## config.mk

```make
export PLATFORM = sky130hd
export DESIGN_NAME = delta_weight_fetch_arbiter
export DESIGN_NICKNAME = d
export VERILOG_FILES = /design/src/rtl/delta_wm_pkg.sv /design/src/rtl/delta_rr_arbiter.sv /design/src/rtl/delta_weight_fetch_arbiter.sv
export SDC_FILE = /design/constraint.sdc
export NUM_CORES = 1
export LEC_CHECK = 0
export ABC_AREA = 0
export CAP_MARGIN = 20
export CORE_ASPECT_RATIO = 0.5
export CORE_MARGIN = 2
export CORE_UTILIZATION = 31
export CTS_CLUSTER_DIAMETER = 150
export DETAILED_ROUTE_END_ITERATION = 8
export PLACE_DENSITY = 0.6
export SLEW_MARGIN = 10
export SYNTH_ARGS = -nofsm -noshare
export SYNTH_HDL_FRONTEND = slang
export SYNTH_SLANG_ARGS = --single-unit
```

## constraint.sdc

```tcl
create_clock -name clock -period 26.2 [get_ports clock]
set_input_delay 6.55 -clock clock [delete_from_list [all_inputs] [get_ports clock]]
set_output_delay 6.55 -clock clock [all_outputs]
set_load 0.01 [all_outputs]
```

## src/rtl/delta_wm_pkg.sv

```systemverilog
// Shared state encoding and sizing helpers for the Delta weight-fetch arbiter.
package delta_wm_pkg;

    localparam int STATE_W = 3;

    localparam logic [STATE_W-1:0] S_IDLE     = 3'd0;
    localparam logic [STATE_W-1:0] S_ARB      = 3'd1;
    localparam logic [STATE_W-1:0] S_LD_DRAM  = 3'd2;
    localparam logic [STATE_W-1:0] S_ST_SRAM  = 3'd3;
    localparam logic [STATE_W-1:0] S_LD_SRAM  = 3'd4;
    localparam logic [STATE_W-1:0] S_ST_BUFF  = 3'd5;
    localparam logic [STATE_W-1:0] S_IDX_PLUS = 3'd6;

    // Byte stride of one weight block: every PU's slice for one ic tile.
    function automatic int unsigned blk_bytes(input int unsigned pu_num,
                                              input int unsigned ic_tile,
                                              input int unsigned weight_bytes);
        return pu_num * ic_tile * weight_bytes;
    endfunction

    // Number of tiles after rounding a dimension up to the tile size; zero counts as one tile.
    function automatic int unsigned ceil_tiles(input int unsigned value,
                                               input int unsigned tile);
        if (value == 0) return 1;
        return (value + tile - 1) / tile;
    endfunction

endpackage

```

## src/rtl/delta_rr_arbiter.sv

```systemverilog
// Round-robin priority pick: first set request at or after ptr, wrapping.
module delta_rr_arbiter #(
    parameter  int PU_NUM = 4,
    localparam int PW     = $clog2(PU_NUM)
) (
    input  logic [PU_NUM-1:0] req,
    input  logic [PW-1:0]     ptr,
    output logic [PU_NUM-1:0] grant_oh,
    output logic [PW-1:0]     grant_idx,
    output logic              valid
);

    // NOTE: every output gets a default before the loop so no path leaves one unassigned (no latch).
    always_comb begin
        grant_oh  = '0;
        grant_idx = '0;
        valid     = 1'b0;
        for (int i = 0; i < PU_NUM; i++) begin
            if (!valid && req[ptr + PW'(i)]) begin
                valid                  = 1'b1;
                grant_idx              = ptr + PW'(i);
                grant_oh[ptr + PW'(i)] = 1'b1;
            end
        end
    end

endmodule

```

## src/rtl/delta_weight_fetch_arbiter.sv

```systemverilog
// Weight-fetch controller: round-robin weight-buffer queries, DRAM->SRAM fill on the first
// spatial tile of each block, (oc, ic, row, col) loop tracking. Macro DELTA_WM_PERF_CNT_EN adds perf counters.
module delta_weight_fetch_arbiter
    import delta_wm_pkg::*;
#(
    parameter  int PU_NUM       = 4,
    parameter  int IC_TILE      = 8,
    parameter  int OC_TILE      = 4,
    parameter  int OUT_W        = 8,
    parameter  int OUT_H        = 8,
    parameter  int WEIGHT_BYTES = 16,
    parameter  int MAX_OC       = 1024,
    parameter  int MAX_IC       = 1024,
    parameter  int MAX_FS       = 256,
    parameter  int ADDR_W       = 32,
    localparam int PW           = $clog2(PU_NUM),
    localparam int OC_W         = $clog2(MAX_OC),
    localparam int IC_W         = $clog2(MAX_IC),
    localparam int FS_W         = $clog2(MAX_FS)
) (
    input  logic                           clock,
    input  logic                           reset,
    input  logic                           start,
    input  logic                           finish_cycle,
    input  logic [OC_W-1:0]                oc_num,
    input  logic [IC_W-1:0]                ic_num,
    input  logic [FS_W-1:0]                orc_size,
    input  logic [ADDR_W-1:0]              weight_start_address,
    input  logic [PU_NUM-1:0]              wb_req,
    input  logic [PU_NUM-1:0][ADDR_W-1:0]  wb_addr,
    output logic [PU_NUM-1:0]              wb_ready,
    output logic [ADDR_W-1:0]              sram_addr,
    output logic                           sram_w_en,
    output logic                           sram_r_en,
    input  logic                           sram_d_ready,
    input  logic                           sram_w_done,
    output logic                           dram_read,
    output logic [ADDR_W-1:0]              dram_address,
    input  logic                           dram_data_ready,
    output logic                           busy,
    output logic                           layer_done,
    output logic [31:0]                    perf_dram_fetches,
    output logic [31:0]                    perf_sram_reads
);

    localparam int                IDX_W     = $clog2(MAX_OC + MAX_IC + MAX_FS) + 1;
    localparam logic [IDX_W-1:0]  IDX_ONE   = IDX_W'(1);
    localparam logic [ADDR_W-1:0] BLK       = ADDR_W'(blk_bytes(PU_NUM, IC_TILE, WEIGHT_BYTES));
    localparam logic [ADDR_W-1:0] PU_STRIDE = ADDR_W'(IC_TILE * WEIGHT_BYTES);

    logic [STATE_W-1:0] state, state_next;
    logic [PW-1:0]      rr_ptr, grant_idx_q, arb_idx;
    logic [PU_NUM-1:0]  grant_oh_q, arb_oh;
    logic               arb_valid;
    logic [IDX_W-1:0]   ic_blk, o_c, o_r, oc_blk;
    logic [IDX_W-1:0]   ic_tiles, col_tiles, row_tiles, oc_tiles;
    logic               ic_last, col_last, row_last, oc_last;
    logic [ADDR_W-1:0]  blk_base, addr_next, sram_addr_q, dram_addr_q;

    delta_rr_arbiter #(.PU_NUM(PU_NUM)) u_rr (
        .req       (wb_req),
        .ptr       (rr_ptr),
        .grant_oh  (arb_oh),
        .grant_idx (arb_idx),
        .valid     (arb_valid)
    );

    assign oc_tiles  = IDX_W'(ceil_tiles(32'(oc_num), OC_TILE * PU_NUM));
    assign ic_tiles  = IDX_W'(ceil_tiles(32'(ic_num), IC_TILE));
    assign col_tiles = IDX_W'(ceil_tiles(32'(orc_size), OUT_W));
    assign row_tiles = IDX_W'(ceil_tiles(32'(orc_size), OUT_H));

    assign ic_last  = (ic_blk >= ic_tiles - IDX_ONE);
    assign col_last = (o_c >= col_tiles - IDX_ONE);
    assign row_last = (o_r >= row_tiles - IDX_ONE);
    assign oc_last  = (oc_blk >= oc_tiles - IDX_ONE);

    assign blk_base  = (ADDR_W'(oc_blk) * ADDR_W'(ic_tiles) + ADDR_W'(ic_blk)) * BLK;
    assign addr_next = wb_addr[arb_idx] + ADDR_W'(arb_idx) * PU_STRIDE + blk_base;

    always_comb begin
        state_next = state;
        case (state)
            S_IDLE:     if (start) state_next = S_ARB;
            // A pending request always wins over a simultaneous finish_cycle.
            S_ARB: begin
                if (arb_valid)
                    state_next = (o_r == '0 && o_c == '0) ? S_LD_DRAM : S_LD_SRAM;
                else if (finish_cycle)
                    state_next = S_IDX_PLUS;
            end
            S_LD_DRAM:  if (dram_data_ready) state_next = S_ST_SRAM;
            S_ST_SRAM:  if (sram_w_done) state_next = S_LD_SRAM;
            S_LD_SRAM:  if (sram_d_ready) state_next = S_ST_BUFF;
            S_ST_BUFF:  state_next = S_ARB;
            S_IDX_PLUS: state_next = S_IDLE;
            default:    state_next = S_IDLE;
        endcase
    end

    // NOTE: registers use non-blocking assignments so every flop samples pre-edge values.
    always_ff @(posedge clock) begin
        if (reset) begin
            state       <= S_IDLE;
            rr_ptr      <= '0;
            grant_idx_q <= '0;
            grant_oh_q  <= '0;
            sram_addr_q <= '0;
            dram_addr_q <= '0;
            ic_blk      <= '0;
            o_c         <= '0;
            o_r         <= '0;
            oc_blk      <= '0;
        end else begin
            state <= state_next;
            // Grant and addresses are frozen here and held through ST_BUFF.
            if (state == S_ARB && arb_valid) begin
                grant_idx_q <= arb_idx;
                grant_oh_q  <= arb_oh;
                sram_addr_q <= addr_next;
                dram_addr_q <= weight_start_address + addr_next;
            end
            if (state == S_ST_BUFF)
                rr_ptr <= grant_idx_q + PW'(1);
            if (state == S_IDX_PLUS) begin
                if (!ic_last) begin
                    ic_blk <= ic_blk + IDX_ONE;
                end else begin
                    ic_blk <= '0;
                    if (!col_last) begin
                        o_c <= o_c + IDX_ONE;
                    end else begin
                        o_c <= '0;
                        if (!row_last) begin
                            o_r <= o_r + IDX_ONE;
                        end else begin
                            o_r <= '0;
                            oc_blk <= oc_last ? '0 : oc_blk + IDX_ONE;
                        end
                    end
                end
            end
        end
    end

    assign busy         = (state != S_IDLE);
    assign dram_read    = (state == S_LD_DRAM);
    assign sram_w_en    = (state == S_ST_SRAM);
    assign sram_r_en    = (state == S_LD_SRAM);
    assign wb_ready     = (state == S_ST_BUFF) ? grant_oh_q : '0;
    assign layer_done   = (state == S_IDX_PLUS) && ic_last && col_last && row_last && oc_last;
    assign sram_addr    = sram_addr_q;
    assign dram_address = dram_addr_q;

`ifdef DELTA_WM_PERF_CNT_EN
    logic [31:0] dram_cnt, sram_cnt;

    always_ff @(posedge clock) begin
        if (reset) begin
            dram_cnt <= '0;
            sram_cnt <= '0;
        end else begin
            if (state == S_LD_DRAM && dram_data_ready && dram_cnt != '1)
                dram_cnt <= dram_cnt + 32'd1;
            if (state == S_LD_SRAM && sram_d_ready && sram_cnt != '1)
                sram_cnt <= sram_cnt + 32'd1;
        end
    end

    assign perf_dram_fetches = dram_cnt;
    assign perf_sram_reads   = sram_cnt;
`else
    assign perf_dram_fetches = '0;
    assign perf_sram_reads   = '0;
`endif

endmodule
```

==> results.txt, run 1 <==
----------------------------------------------------
[Run status]
  Result of the run ... finished, final reports clean

[CTS]
  Number of clock sinks ... 127
  Max clock buf depth ... 2
  Library cell used as clock root buffer ... clkbuf_16
  Clock transition at path regs ... 0.06 ns
  Number of instances resized during post-cts repair ... 0
  TritonCTS clock tree ... built
  Skew-Pair Late Insertion Delay ... 0.43 ns
  # hold bufs at CTS ... 0
  Post-CTS repair timing setup buffer count ... 0
  Cts bufs inserted ... 17
  CTS H-tree lvls ... 4

[Yosys]
  Synthesized flop and latch total ... 127
  Dominant combinational cell family by area after synthesis ... adder cells
  Adder-cell area share of the yosys netlist ... 0.261
  Mux cell area share after synthesis ... 0.0114
  Simple-gate share of the synthesized area ... 0.243
  Cells after Synth ... 2041
  Top post-synthesis cells by area ... dfxtp_1, ha_1, fa_1
  Synthesized-area fraction occupied by ao, oa, aoi and oai cells ... 0.160
  Parity-gate share of the synthesized area counting xor and xnor cells ... 0.0652
  Most frequently used flop master after synthesis ... dfxtp_1
  Yosys warnings ... 0
  Biggest area consumer among synthesized cells ... dfxtp_1
  Share of async-settable or async-resettable flops after synthesis ... 0
  Register area share after synthesis ... 0.163
  Distinct cell type count after synthesis ... 80
  Most frequently used cell type in the post-synthesis netlist ... nand2_1
  EDFF count, synth ... 0
  Mapped Area ... 15600 µm²
  Area share of the largest cell type after synthesis ... 0.163
  Mapped Avg Cell Area ... 7.64 µm²
  Synth top cells by count ... nand2_1, ha_1, inv_1

[Setup path]
  Critical path fanouts, max ... 21
  Critical path class ... in2out
  Capturing element type of the critical path ... primary output
  Critical Path Start Type ... primary input
  WP data required ... 19.65 ns
  CP arrival ... 11.58 ns

[Route]
  Via count ... 14400
  Post-detailed-routing wire length ... 47300 µm
  Number of routed nets with antenna violations ... 0
  Highest metal used ... met5
  Detail Route met3 WL ... 1380 µm
  Metal-1 WL ... 22600 µm
  Iteration count of the initial detailed-routing pass ... 5
  WL/cell ... 16.0 µm
  Total met2 wirelength after detailed routing ... 22300 µm
  DR DRC count ... 0
  Vias per Instance ... 4.87
  Detailed Route Iter0 Violations ... 728

[Timing]
  Worst Max-Slew Pin Slew ... 0.990 ns
  Final critical delay including setup and external delays ... 18.13 ns
  Final cycle utilization of the critical path ... 0.692
  Maximum clock frequency ... 55.2 MHz
  Post-Route Setup TNS ... 0 ns
  Pins over their slew limit ... 0
  Setup repair after global routing missed its margin ... no
  Final Hold Vio Count ... 0
  Max_slew headroom ... 0.336
  # setup viols final ... 0
  Worst setup skew after layout ... 0.0134 ns

[Place]
  Cell Count Post-Placement ... 2914
  HPWL Detailed ... 38300 µm
  Routability congestion estimate ... 0.884
  Count of buffers from port buffering ... 271
  Standard cell area after detailed placement ... 18700 µm²

[Pwr]
  Pwr dens ... 36.7 nW/µm²
  Reported leakage power ... 8.72 nW
  Maximum vdd ir drop ... 33.8 µV

[Job]
  Max-Cap Viols ... 0

[Floorplanning]
  Die extent in y ... 163 µm
  I/O pin cnt ... 336
  Rows ... 58
  Floorplan Core Area ... 49900 µm²
  Die width ... 321 µm
  Die outline area ... 52200 µm²
  Starting density of the core ... 0.312

[GRT]
  First-pass GRT wire length ... 74100 µm
  Vias in the first global route ... 13600
  Aggregate global-route resource usage ... 0.178
  Number of antenna violations at the first check in global routing ... 6
  Gr ovfl total ... 0
  Largest net degree at the start of global routing ... 64

[Cells and area]
  Area taken by flip-flops and latches ... 2540 µm²
  Final cell count without fillers ... 2950
  Layout area overhead ... 23.5%
  Share of cells above drive strength 1 ... 0.0306
  Number of nets at the end of the flow ... 2750
  Fill count ... 5166
  Area of the multi-input gates ... 11900 µm²
  Post-route cell area ... 19300 µm²

[Worst hold path]
  Class of the tightest hold or removal check ... reg2reg

----------------------------------------------------
[layout by cell type (no fill, tap or decap), drive strengths merged, types with 10 or more instances in the layout]
| cell | synthesis | routed |
|---|---|---|
| and2 | 51 | 51 |
| inv | 177 | 177 |
| clkbuf | 63 | 21 |
| and3 | 64 | 64 |
| nand3 | 44 | 44 |
| o211ai | 10 | 10 |
| nor2b | 22 | 22 |
| mux2i | 11 | 11 |
| o21bai | 12 | 12 |
| o21a | 26 | 26 |
| o21ai | 56 | 56 |
| ha | 200 | 200 |
| clkdlybuf4s50 | 0 | 270 |
| a21oi | 126 | 126 |
| a31oi | 42 | 42 |
| a211oi | 20 | 20 |
| a21o | 35 | 35 |
| nand2b | 16 | 16 |
| nor4 | 23 | 23 |
| nor2 | 127 | 127 |
| or3 | 13 | 13 |
| buf | 86 | 16 |
| dfxtp | 127 | 127 |
| fa | 78 | 78 |
| xor2 | 34 | 34 |
| nor3 | 46 | 46 |
| xnor2 | 82 | 82 |
| nand2 | 333 | 333 |
| nand4 | 22 | 22 |
| conb | 2 | 78 |
[layout make-up]
cell class | count | share of cell area
clock buffer | 21 | 0.0234
sequential | 127 | 0.132
clock inverter | 10 | 0.00474
multi-input combinational | 1664 | 0.615
antenna | 5 | 0.000650
inverter | 177 | 0.0345
timing repair buffer | 286 | 0.147
tap | 660 | 0.0429
[metrics by stage]
step / util / hold slack (ns) / power, mW / setup slack, ns
after floorplan: - / 0.450 / 0.386 / 9.90
after global routing: 0.386 / 0.465 / 0.749 / 7.64
after CTS: 0.386 / 0.452 / 0.713 / 8.10
final: 0.386 / 0.450 / 0.707 / 8.07
after global placement: 0.375 / 0.441 / 0.481 / 8.27
after detailed placement: 0.375 / 0.444 / 0.482 / 8.10
[path summary, 6_finish.rpt]
check                                startpoint                            end  slack [ns]  cells past startpoint
hold / removal    dram_address[23]$_SDFFE_PP0P_  dram_address[23]$_SDFFE_PP0P_        0.45                      2
hold reg to reg   dram_address[23]$_SDFFE_PP0P_  dram_address[23]$_SDFFE_PP0P_        0.45                      2
setup / recovery                      ic_num[9]                     layer_done        8.07                     21
setup reg to reg         oc_blk[6]$_SDFFE_PP0P_  dram_address[31]$_SDFFE_PP0P_       17.05                     33
[cell families (layout without fill, tap and decap cells)]
logic type               count (synthesis)  after routing
adder cells (fa/ha/maj)                278            278
XOR/XNOR                               116            116
AND/OR/NAND/NOR                        794            794
buffers and inverters                  326            494
AO/OA/AOI/OAI                          384            384
other                                    2             83
flip-flops                             127            127
multiplexers                            14             14
[per-layer routing]
layer / vias to the layer above / GRT usage
met5: - / 0
met4: 2 / 0.0516
met3: 46 / 0.0239
met2: 235 / 0.297
met1: 6786 / 0.241
li1: 7312 / -
[sequential cells by signal, indices dropped and copies added (netlist names)]
register / count
oc_blk: 13
o_r: 13
grant_oh_q: 4
o_c: 13
ic_blk: 13
rr_ptr: 2
dram_address: 32
sram_addr: 32
grant_idx_q: 2
state: 3
[worst max-delay path, cell delays in order]
cell             delay [ns]
clkdlybuf4s50_1        0.78
nor2_1                 0.09
a21oi_1                0.15
a21oi_1                0.09
buf_4                  0.19
inv_1                  0.13
ha_1                   0.21
nand3_1                0.11
nor3_1                 0.35
nand2_1                0.15
ha_1                   0.32
nand4_1                0.11
nor4_1                 0.38
a211oi_1               0.11
nand2_1                0.10
or3_1                  0.12
nand4_1                0.09
buf_4                  0.24
nor2b_4                0.24
a21boi_4               0.40
clkdlybuf4s50_1        0.64
[where the power goes]
| part | internal, mW | switching, mW |
|---|---|---|
| logic | 0.121 | 0.145 |
| registers | 0.206 | 0.00806 |
| clock network | 0.132 | 0.0960 |
| total | 0.459 | 0.249 |
Power figures use the tool's default switching activity.
==> run 2: changes to the inputs <==
PLACE_DENSITY = 0.62   (was 0.6)
clock period = 15.36 ns   (was 26.2 ns; I/O delays follow)
==> run 2 against run 1 <==
Against the previous run: total power rose by 78%; first-iteration DRC count rose by 8.2%; hold slack barely moved; count of clock-buffer cells in the layout fell by 3; via count barely moved; routed wire length fell by 1.3%; utilization rose by 0.085 points; design area rose by 0.22%; clock skew fell by 0.0063 ns; critical path depth rose by 19; die area did not move; sequential power rose by 70%; critical path type is now in2reg.
==> results.txt, run 2 (same netlist as run 1, synthesis figures left out) <==
----------------------------------------------------
[Run status]
  Result of the run ... finished, final reports clean

[Place]
  Routability congestion estimate ... 0.857 (-3.1%)
  Post-placement setup slack ... 1.46 ns (-6.64 ns)
  Count of buffers from port buffering ... 271 (unchanged)
  HPWL Detailed ... 37500 µm (-2.1%)

[Floorplanning]
  Die outline area ... 52200 µm² (unchanged)
  Starting density of the core ... 0.312 (unchanged)
  I/O pin cnt ... 336 (unchanged)
  Die extent in y ... 163 µm (unchanged)
  Die width ... 321 µm (unchanged)
  Floorplan Core Area ... 49900 µm² (unchanged)
  Rows ... 58 (unchanged)

[Route]
  Number of routed nets with antenna violations ... 0 (unchanged)
  Iteration count of the initial detailed-routing pass ... 5 (unchanged)
  Via count ... 14400 (-0.056%)
  Post-detailed-routing wire length ... 46700 µm (-1.3%)
  DR DRC count ... 0 (unchanged)
  Vias per Instance ... 4.88 (+0.11%)
  WL/cell ... 15.9 µm (-1.1%)
  Detailed Route Iter0 Violations ... 788 (+8.2%)

[Setup path]
  Reg2reg end ... dram_address[31]$_SDFFE_PP0P_
  WP data required ... 15.69 ns (-3.96 ns)
  Logic depth of the worst setup path including buffers ... 40 (+90%)
  Worst path buffer plus inverter count ... 5 (unchanged)
  CP arrival ... 13.89 ns (+2.31 ns)
  Reg2reg path depth ... 33 (unchanged)
  Critical R2R Launch ... oc_blk[6]$_SDFFE_PP0P_
  Critical path class ... in2reg
  Slowest stage cell, crit path ... xor2_1
  Cell occurring most often along the worst timing path ... fa_1
  Critical path fanouts, max ... 15 (-29%)
  Worst setup path end ... dram_address[31]$_SDFFE_PP0P_
  Capturing element type of the critical path ... flop
  Critical Path Start Type ... primary input
  Worst-case register-to-register setup slack ... 6.53 ns (-10.52 ns)
  Kind of cell adding the most delay to the critical path ... adder cells
  Longest individual stage delay on the worst path ... 0.80 ns (+0.02 ns)
  Worst setup startpoint ... ic_num[0]

[Timing]
  Post-Route Setup TNS ... 0 ns (unchanged)
  Final Hold Vio Count ... 0 (unchanged)
  Final cycle utilization of the critical path ... 0.883
  Maximum clock frequency ... 73.7 MHz
  # setup viols final ... 0 (unchanged)
  Min setup slack post-route ... 1.80 ns (-6.27 ns)
  Final critical delay including setup and external delays ... 13.56 ns
  Max_slew headroom ... 0.352 (+0.0161)
  Worst setup skew after layout ... 0.00708 ns (-0.00633 ns)
  Worst Max-Slew Pin Slew ... 0.969 ns (-0.0203 ns)
  Setup repair after global routing missed its margin ... no
  Pins over their slew limit ... 0 (unchanged)

[CTS]
  Skew-Pair Late Insertion Delay ... 0.44 ns (about the same)
  # hold bufs at CTS ... 0 (unchanged)
  Max clock buf depth ... 2 (unchanged)
  Cts bufs inserted ... 17 (unchanged)
  CTS H-tree lvls ... 4 (unchanged)
  Number of clock sinks ... 127 (unchanged)
  Clock transition at path regs ... 0.06 ns (about the same)
  TritonCTS clock tree ... built
  Number of instances resized during post-cts repair ... 0 (unchanged)
  Library cell used as clock root buffer ... clkbuf_16
  Post-CTS repair timing setup buffer count ... 0 (unchanged)

[Job]
  Max-Cap Viols ... 0 (unchanged)

[Worst hold path]
  Hold wc startpoint ... dram_address[17]$_SDFFE_PP0P_
  Instance count along the most critical hold path ... 2 (unchanged)
  Class of the tightest hold or removal check ... reg2reg

[Cells and area]
  Number of nets at the end of the flow ... 2746 (-0.15%)
  Share of cells above drive strength 1 ... 0.0298 (-0.000823)
  Layout area overhead ... 23.8%
  Commonest non-fill, non-tap cells in the layout ... nand2_1, clkdlybuf4s50_1, ha_1
  Fill count ... 5128 (-0.74%)
  Most frequent standard cell in the layout excluding fill and tap cells ... nand2_1

[GRT]
  First-pass GRT wire length ... 73900 µm (-0.22%)
  Gr ovfl total ... 0 (unchanged)
  Vias in the first global route ... 13700 (+0.46%)
  Aggregate global-route resource usage ... 0.177 (-0.000871)
  Largest net degree at the start of global routing ... 72 (+13%)
  Number of antenna violations at the first check in global routing ... 4 (-2)

[Pwr]
  Maximum vdd ir drop ... 79.5 µV (+140%)
  Reported leakage power ... 8.73 nW (+0.13%)
  Pwr dens ... 65.1 nW/µm² (+77%)

----------------------------------------------------
[run 2: changes by cell type in the layout (fill, tap and decap cells not counted)]
cell and delta:
clkinvlp_4 +1, clkbuf_8 -1, clkinv_4 -1, buf_4 -4, bufinv_16 +3, inv_6 +2
clkbuf_1 -2, diode_2 -1, clkinv_2 -2
[run 2: layout make-up]
class	count	area, µm²	share of cell area
Antenna cell	4	10.0	0.000519
Timing Repair Buffer	282	2790	0.145
Inverter	177	664	0.0344
Tap cell	660	826	0.0428
Multi-Input combinational cell	1664	11900	0.614
Clock buffer	18	429	0.0222
Sequential cell	127	2540	0.132
Clock inverter	13	188	0.00972
[run 2: per-layer routing]
layer	GRT usage	vias up	wire [µm]
met5	0	-	0
met4	0.0622	0	1340
met3	0.0296	69	1800
met2	0.302	289	22500
met1	0.228	6729	21100
li1	-	7286	-
[run 2: how the worst min path moves through the flow]
stage / to
global route: sram_addr[8]$_SDFFE_PP0P_
global placement: dram_address[21]$_SDFFE_PP0P_
floorplan: grant_idx_q[1]$_SDFFE_PP0P_
CTS: dram_address[5]$_SDFFE_PP0P_
finish: dram_address[17]$_SDFFE_PP0P_
detailed placement: dram_address[5]$_SDFFE_PP0P_
[run 2: worst register-to-register path, delay by kind of cell (launching register included)]
| kind | cells | cell delay [ns] |
|---|---|---|
| xor gates and xnor gates | 3 | 0.44 |
| and+or+nand+nor | 8 | 1.07 |
| DFF | 1 | 0.61 |
| buffers and inverters | 3 | 0.18 |
| AOI/OAI and AO/OA | 10 | 2.28 |
| adders and majority gates | 9 | 4.13 |
[run 2: through the flow]
stage                     cell area (µm²)  cells  utilization  hold slack, ns  power (mW)
after global placement              18700   2910        0.374           0.441       0.819
final                               19300   2945        0.387           0.450        1.26
after detailed placement            18700   2910        0.374           0.443       0.822
after global routing                19300   2945        0.387           0.473        1.33
after floorplan                     15900   2117            -           0.450       0.659
after CTS                           19300   2941        0.386           0.452        1.27
[run 2: power breakdown]
part | total [mW] | switching, mW | internal [mW]
clock network | 0.440 | 0.169 | 0.271
registers | 0.364 | 0.0135 | 0.351
logic | 0.453 | 0.248 | 0.205
total | 1.26 | 0.430 | 0.827
==> run 3: changes to the inputs <==
PLACE_DENSITY = not set   (was 0.62)
==> run 3 against run 2 <==
Against the previous run: via count is 0.93% higher; critical path depth unchanged; non-clock buffer count is the same.
==> results.txt, run 3 (same netlist as run 1, synthesis figures left out) <==
----------------------------------------------------
[Run status]
  Result of the run ... finished, final reports clean

[Route]
  Via count ... 14500 (+0.93%)
  Detailed Route Iter0 Violations ... 798 (+1.3%)
  Iteration count of the initial detailed-routing pass ... 7 (+2)
  DR DRC count ... 0 (unchanged)
  WL/cell ... 16.0 µm (+1.1%)
  Vias per Instance ... 4.92 (+0.86%)
  Post-detailed-routing wire length ... 47300 µm (+1.2%)
  Number of routed nets with antenna violations ... 0 (unchanged)

[Cells and area]
  Share of cells above drive strength 1 ... 0.0302 (+0.000425)
  Util after Layout ... 0.386 (about the same)
  Number of nets at the end of the flow ... 2746 (unchanged)
  Most frequent standard cell in the layout excluding fill and tap cells ... nand2_1
  Layout area overhead ... 23.7% (about the same)
  Commonest non-fill, non-tap cells in the layout ... nand2_1, clkdlybuf4s50_1, ha_1

[Timing]
  Setup repair after global routing missed its margin ... no
  # setup viols final ... 0 (unchanged)
  Worst setup skew after layout ... 0.0133 ns (+0.00621 ns)
  Final critical delay including setup and external delays ... 13.68 ns (+0.116 ns)
  Worst Max-Slew Pin Slew ... 1.01 ns (+0.0364 ns)
  Max_slew headroom ... 0.325 (-0.0269)
  Maximum clock frequency ... 73.1 MHz (-0.85%)
  Post-Route Setup TNS ... 0 ns (unchanged)
  Final Hold Vio Count ... 0 (unchanged)
  Pins over their slew limit ... 0 (unchanged)
  Final cycle utilization of the critical path ... 0.890 (+0.00758)
  Min setup slack post-route ... 1.68 ns (-0.116 ns)

[Setup path]
  Critical R2R Launch ... oc_blk[5]$_SDFFE_PP0P_
  Reg2reg path depth ... 33 (unchanged)
  Critical Path Start Type ... primary input
  Capturing element type of the critical path ... flop
  CP arrival ... 14.00 ns (+0.11 ns)
  Worst-case register-to-register setup slack ... 6.47 ns (-0.06 ns)
  Slowest stage cell, crit path ... xor2_1
  Longest individual stage delay on the worst path ... 0.83 ns (+0.03 ns)
  Cell occurring most often along the worst timing path ... ha_1
  Reg2reg end ... dram_address[31]$_SDFFE_PP0P_
  WP data required ... 15.68 ns (about the same)
  Critical path fanouts, max ... 15 (unchanged)
  Critical path class ... in2reg

[Place]
  Routability congestion estimate ... 0.861 (+0.44%)
  HPWL Detailed ... 37800 µm (+0.95%)
  Count of buffers from port buffering ... 271 (unchanged)
  Post-placement setup slack ... 1.40 ns (-0.0645 ns)

[GRT]
  Aggregate global-route resource usage ... 0.181 (+0.00380)
  Vias in the first global route ... 13900 (+1.6%)
  Number of antenna violations at the first check in global routing ... 6 (+2)
  First-pass GRT wire length ... 75600 µm (+2.3%)
  Largest net degree at the start of global routing ... 68 (-5.6%)
  Gr ovfl total ... 0 (unchanged)

[Floorplanning]
  Floorplan Core Area ... 49900 µm² (unchanged)
  Die width ... 321 µm (unchanged)
  Starting density of the core ... 0.312 (unchanged)
  Die outline area ... 52200 µm² (unchanged)
  Die extent in y ... 163 µm (unchanged)
  Rows ... 58 (unchanged)
  I/O pin cnt ... 336 (unchanged)

[Job]
  Max-Cap Viols ... 0 (unchanged)

[CTS]
  Skew-Pair Late Insertion Delay ... 0.44 ns (about the same)
  Library cell used as clock root buffer ... clkbuf_16
  # hold bufs at CTS ... 0 (unchanged)
  CTS H-tree lvls ... 4 (unchanged)
  Post-CTS repair timing setup buffer count ... 0 (unchanged)
  Clock transition at path regs ... 0.07 ns (about the same)
  TritonCTS clock tree ... built
  Max clock buf depth ... 2 (unchanged)
  Cts bufs inserted ... 17 (unchanged)
  Number of instances resized during post-cts repair ... 0 (unchanged)
  Number of clock sinks ... 127 (unchanged)

[Pwr]
  Maximum vdd ir drop ... 74.8 µV (-5.9%)
  Reported leakage power ... 8.73 nW (about the same)
  Pwr dens ... 64.3 nW/µm² (-1.2%)

[Worst hold path]
  Hold wc startpoint ... dram_address[12]$_SDFFE_PP0P_
  Instance count along the most critical hold path ... 2 (unchanged)
  Class of the tightest hold or removal check ... reg2reg
  Endpoint of the worst hold-timing path ... dram_address[12]$_SDFFE_PP0P_

----------------------------------------------------
## run 3: cell count changes in the layout (fill, tap and decap cells not counted), sizes merged
cell	previous run	this run
diode	4	5
bufinv	4	2
clkinv	4	5
inv	179	178
clkbuf	18	21
## run 3: worst max-delay path, delay by kind of cell
| family | cells | cell delay, ns |
|---|---|---|
| buf+inv | 5 | 0.72 |
| simple gates | 12 | 2.14 |
| compound gates | 10 | 2.26 |
| fa+ha+maj | 9 | 3.73 |
| xor+xnor | 4 | 1.31 |
## run 3: worst max-delay path by stage
stage,cells past startpoint,end,start,slack (ns)
2_1_floorplan,42,dram_address[31]$_SDFFE_PP0P_,ic_num[0],2.99
3_3_place_gp,40,dram_address[31]$_SDFFE_PP0P_,ic_num[0],1.58
3_5_place_dp,40,dram_address[31]$_SDFFE_PP0P_,ic_num[2],1.40
4_1_cts,40,dram_address[31]$_SDFFE_PP0P_,ic_num[2],1.81
5_1_grt,40,dram_address[31]$_SDFFE_PP0P_,ic_num[0],0.89
6_report,40,dram_address[31]$_SDFFE_PP0P_,ic_num[2],1.68
## run 3: routing by layer
| layer | vias up | wire length (µm) | GRT usage |
|---|---|---|---|
| li1 | 7314 | - | - |
| met1 | 6841 | 22000 | 0.241 |
| met2 | 289 | 22500 | 0.303 |
| met3 | 60 | 1600 | 0.0252 |
| met4 | 2 | 1170 | 0.0610 |
| met5 | - | 13 | 0 |
## run 3: cell type report
class	instances	area [µm²]
inverter	177	664
antenna	5	12.5
timing repair buffer	282	2790
sequential	127	2540
tap	660	826
fill	5141	30600
clock inverter	11	131
multi-input combinational	1664	11900
clock buffer	21	470
## run 3: metrics by stage
stage                     cell area [µm²]  hold slack [ns]  instances  power [mW]
final                               19300            0.450       2947        1.24
after global placement              18700            0.438       2910       0.822
after floorplan                     15900            0.450       2117       0.659
after detailed placement            18700            0.445       2910       0.824
after CTS                           19300            0.453       2942        1.25
after global routing                19300            0.473       2947        1.31
## run 3: report_power, final
| group | leakage, nW | switching, mW | internal (mW) |
|---|---|---|---|
| clock | 0.286 | 0.169 | 0.253 |
| sequential | 1.03 | 0.0133 | 0.351 |
| combinational | 7.41 | 0.250 | 0.205 |
| total | 8.73 | 0.432 | 0.809 |
